$ cat src/rtl/proof_scoreboard.sv
// proof_scoreboard: latency-aligned DUT vs golden compare with warm-up skip, counters and first-fail capture.
// Define PROOF_ASSERT_EN to add an immediate equality assertion on every live compare.
module proof_scoreboard #(
    parameter int WIDTH   = 4,
    parameter int LATENCY = 1,
    parameter int SKIP    = 1,
    parameter int CNT_W   = 8
) (
    input  logic             clk,
    input  logic             rst,
    input  logic             in_valid,
    input  logic [WIDTH:0]   gold_out,
    input  logic [WIDTH:0]   dut_out,
    input  logic             clear,
    output logic             check_valid,
    output logic             mismatch,
    output logic             err_sticky,
    output logic [CNT_W-1:0] match_count,
    output logic [CNT_W-1:0] err_count,
    output logic [WIDTH:0]   first_exp,
    output logic [WIDTH:0]   first_got,
    output logic [1:0]       state
);
    typedef enum logic [1:0] {WARMUP = 2'd0, CHECK = 2'd1, FAIL = 2'd2} state_t;

    state_t         r_state, w_state_nxt;
    logic [3:0]     r_skip;
    logic           r_vld  [1:LATENCY];
    logic [WIDTH:0] r_gold [1:LATENCY];
    logic           w_cmp, w_eq;

    assign state = r_state;
    assign w_cmp = r_vld[LATENCY] && (r_state != WARMUP);

    // An unknown compare result falls through to "not equal", so X/Z on dut_out is a mismatch.
    always_comb begin
        w_eq = 1'b0;
        if (dut_out == r_gold[LATENCY]) w_eq = 1'b1;
    end

    always_comb begin
        w_state_nxt = r_state;
        if (r_state == WARMUP) w_state_nxt = (r_skip == 4'(SKIP)) ? CHECK : WARMUP;
        else if (clear) w_state_nxt = CHECK;
        else if (w_cmp && !w_eq) w_state_nxt = FAIL;
    end

    always_ff @(posedge clk or negedge rst) begin
        if (!rst) begin
            r_state <= WARMUP;
            r_skip  <= 4'd0;
            for (int k = 1; k <= LATENCY; k++) begin
                r_vld[k]  <= 1'b0;
                r_gold[k] <= '0;
            end
        end else begin
            r_state   <= w_state_nxt;
            r_skip    <= (r_state == WARMUP) ? r_skip + 4'd1 : r_skip;
            r_vld[1]  <= in_valid;
            r_gold[1] <= gold_out;
            for (int k = 2; k <= LATENCY; k++) begin
                r_vld[k]  <= r_vld[k-1];
                r_gold[k] <= r_gold[k-1];
            end
        end
    end

    always_ff @(posedge clk or negedge rst) begin
        if (!rst) begin
            check_valid <= 1'b0;
            mismatch    <= 1'b0;
            err_sticky  <= 1'b0;
            match_count <= '0;
            err_count   <= '0;
            first_exp   <= '0;
            first_got   <= '0;
        end else begin
            check_valid <= w_cmp && !clear;
            mismatch    <= w_cmp && !clear && !w_eq;
            if (clear) begin
                err_sticky  <= 1'b0;
                match_count <= '0;
                err_count   <= '0;
                first_exp   <= '0;
                first_got   <= '0;
            end else if (w_cmp && w_eq) begin
                if (!(&match_count)) match_count <= match_count + CNT_W'(1);
            end else if (w_cmp) begin
                if (!(&err_count)) err_count <= err_count + CNT_W'(1);
                err_sticky <= 1'b1;
                // Captures only load on the transition into FAIL, so they hold the first failing pair.
                if (r_state == CHECK) begin
                    first_exp <= r_gold[LATENCY];
                    first_got <= dut_out;
                end
            end
        end
    end

`ifdef PROOF_ASSERT_EN
    always @(posedge clk) begin
        if (rst && w_cmp) assert (dut_out == r_gold[LATENCY]);
    end
`else
`endif
endmodule
$ cat config.mk
export PLATFORM = sky130hd
export DESIGN_NAME = proof_scoreboard
export DESIGN_NICKNAME = d
export VERILOG_FILES = /design/src/rtl/proof_scoreboard.sv
export SDC_FILE = /design/constraint.sdc
export NUM_CORES = 1
export LEC_CHECK = 0
export ABC_AREA = 1
export ABC_CLOCK_PERIOD_IN_PS = 3400
export CAP_MARGIN = 20
export CORE_UTILIZATION = 40
export CTS_CLUSTER_SIZE = 12
export DETAILED_ROUTE_END_ITERATION = 8
export DONT_BUFFER_PORTS = 1
export PLACE_DENSITY = 0.58
export SETUP_SLACK_MARGIN = 0.02
export SLEW_MARGIN = 20
export SYNTH_ARGS = -nofsm -noshare
export SYNTH_HDL_FRONTEND = slang
export SYNTH_SLANG_ARGS = --single-unit
$ cat constraint.sdc
create_clock -name clk -period 3.4 [get_ports clk]
set_input_delay 0.34 -clock clk [delete_from_list [all_inputs] [get_ports clk]]
set_output_delay 0.34 -clock clk [all_outputs]
set_load 0.02 [all_outputs]
==> impl_metrics.ini <==
[sta]
setup_tns_ns = 0
maxSlewViolCount = 0
finClkSkew_ns = 0.00893
finalCritPeriodShare_pct = 54.7
tightest_slew_ns = 0.758
min_period_ns = 1.86
rsz0062_at_grt = no
finalHoldViolCount = 0
setup_violations = 0
slew_headroom_pct = 49.3
whs_ns = 0.0563
fmax_mhz = 538
worst_slack_ns = 1.54

[setup_path]
rr_endpoint = first_got[4]
regToRegStartpoint = state[0]
rrSetupSlack_ns = 1.54
critical_path_required_ns = 3.59
startpoint = state[0]
reg2reg_depth = 5
path_class = reg -> reg
end_kind = flop
crit_arrival_ns = 2.05
startpoint_type = flop
cp_max_fo = 11

[clock_network]
numCtsBuffers = 5
cts_tree = built
clk_pin_slew_ns = 0.09
holdBufCountCts = 2
cts-resized-gates = 0
clkLatencyLatePin_ns = 0.30
clock_sinks = 41
clk_path_buf_depth = 2
post_cts_buffers = 0
h-tree-depth = 2
root_buffer = clkbuf_8

[synthesis]
synth_area_mm2 = 0.00204
post_synth_inst_count = 233
ys_ff_latch = 41
yosysSeqAreaShare_pct = 50.4
synth.largest_area_cell = dfrtp_1
syn-num-nets = 251
yosysUniqueCellTypes = 28
synth_warnings = 0
avgSynthCellArea_um2 = 8.74
synth_top_area_share_pct = 50.4
synth_top_cells_by_area = dfrtp_1 (50%), nand3_1 (12%), nand2_1 (11%), xor2_1 (3.4%), inv_1 (3.3%)

[die]
die_x_um = 73.3
core-area_mm2 = 0.00482
num_rows = 25
io_pins = 45
fp.dieH_um = 73.3
initial_core_util_pct = 42.3
die-area_mm2 = 0.00538

[global_routing]
antenna_found_initial = 0
grt_use_total_pct = 16.5
grt_overflow_total = 0
met2_usage_pct = 25.7
grt.busiest_layer = met2
grt_pass1_wl_um = 6560
grt_use_met1_pct = 20.4
met3_usage_pct = 7.00
grt_max_degree = 42
grt_pass1_vias = 1388

[power]
p_sw_mw = 0.439
ir_drop_mv = 0.372
p_int_mw = 0.849
pwr-share-comb_pct = 17.1
switching_share_pct = 34.1
p_clk_share_pct = 31.1
totalPowerFinal_mw = 1.29
power_density_mw_per_mm2 = 573
p_seq_share_pct = 51.8
p_leak_nw = 1.15

[routing]
via_per_inst = 4.92
wl_per_cell_um = 13.3
drtAntennaViolNets = 0
route.detailed.drc = 0
dr.pass1.iters = 4
dr.first_iter.drc_count = 65
via_count = 1501
totalWireLength_um = 4060

[run]
maxCapViolations = 0

[cells_and_area]
drive_above_1_share_pct = 10.9
area_delta_synth_final_pct = 10.4
final_common_cell = nand2_1
nNetsFinal = 255
most-common-layout-cells = nand2_1 (59), nand3_1 (47), dfrtp_1 (41)
antennaDiodeCount = 0

[hold_path]
min_path_type = in -> reg
min_path_cells = 0
holdPathEnd = r_vld
hold_path.startpoint = in_valid

[outcome]
status = complete, no violations

[place]
dpl.hpwl_um = 2740
port-buffer-count = 0
gp_congestion = 0.778
pre_cts_ws_ns = 1.54
## how the worst max path moves through the flow
stage,end,slack (ns),cells after the start
4_1_cts,first_got[4],1.52,5
5_1_grt,first_got[2],1.33,5
6_report,first_got[4],1.54,5
3_3_place_gp,first_got[2],1.61,5
2_1_floorplan,err_count[3],1.87,8
3_5_place_dp,first_got[4],1.54,5
## synthesized netlist by cell type
| cell type | n |
|---|---|
| ha_1 | 4 |
| nor2_2 | 4 |
| buf_6 | 1 |
| xor2_1 | 8 |
| nand2_4 | 1 |
| inv_2 | 2 |
| clkinv_1 | 2 |
| a21oi_2 | 1 |
| nor2_4 | 2 |
| buf_2 | 1 |
| nand3b_1 | 6 |
| nand3_2 | 2 |
| nand3_4 | 1 |
| nand4_2 | 1 |
| nand2_2 | 2 |
| nor2_1 | 12 |
| dfrtp_1 | 41 |
| inv_1 | 18 |
| clkbuf_1 | 4 |
| nand2_1 | 59 |
| nor3_1 | 1 |
| o21ai_0 | 1 |
| a21oi_1 | 2 |
| nor3b_1 | 2 |
| nand3_1 | 47 |
| nand4_1 | 2 |
| xnor2_1 | 5 |
| o211ai_1 | 1 |
## critical path, cell delays in order (launching register included)
cell	delay (ns)
dfrtp_1	0.55
inv_1	0.07
nor2_1	0.59
nand3_2	0.32
nand3_1	0.15
nand2_1	0.07
## flip-flops by register name (all words and copies together), names as in the netlist, 2 cells and up
signal       flops
first_got        5
err_count        8
r_gold           5
r_skip           4
match_count      8
state            2
first_exp        5
## cells by family (layout without fill, tap and decap cells)
family	after synthesis	after routing	synth area share, %
AO/OA/AOI/OAI	5	5	1.54
flip-flops	41	41	50.4
AND/OR/NAND/NOR	142	142	34.4
adder cells (fa/ha/maj)	4	4	2.46
buffers and inverters	28	33	5.59
XOR/XNOR	13	13	5.59
## per-stage QoR
| stage | cells | cell area, um^2 | util [%] |
|---|---|---|---|
| final | 305 | 2250 | 46.7 |
| after floorplan | 233 | 2040 | - |
| after detailed placement | 294 | 2090 | 43.4 |
| after CTS | 304 | 2230 | 46.4 |
| after global routing | 305 | 2250 | 46.7 |
| after global placement | 294 | 2090 | 43.4 |
## final cells by class
type,count,area (um^2)
clock buffers,5,68.8
clock inverters,3,46.3
fillers,476,2570
inverters,22,82.6
multi-input cells,164,896
flip-flops and latches,41,1030
well taps,67,83.8
repair buffers,3,45.0
## routing by layer
metal / part of all wire, % / up-vias / routed length, um
li1: - / 762 / -
met1: 44 / 697 / 1790
met2: 47 / 38 / 1890
met3: 7.8 / 4 / 318
met4: 1.4 / 0 / 55
met5: 0 / - / 0
## power by group through the flow
| stage | clock [mW] | combinational [mW] | sequential, mW |
|---|---|---|---|
| after floorplan | 0 | 0.178 | 0.659 |
| after detailed placement | 0 | 0.206 | 0.677 |
| after global placement | 0 | 0.201 | 0.676 |
| after global routing | 0.429 | 0.253 | 0.678 |
| after CTS | 0.411 | 0.222 | 0.668 |
| final | 0.400 | 0.219 | 0.667 |
(Power assumes the default switching activity.)
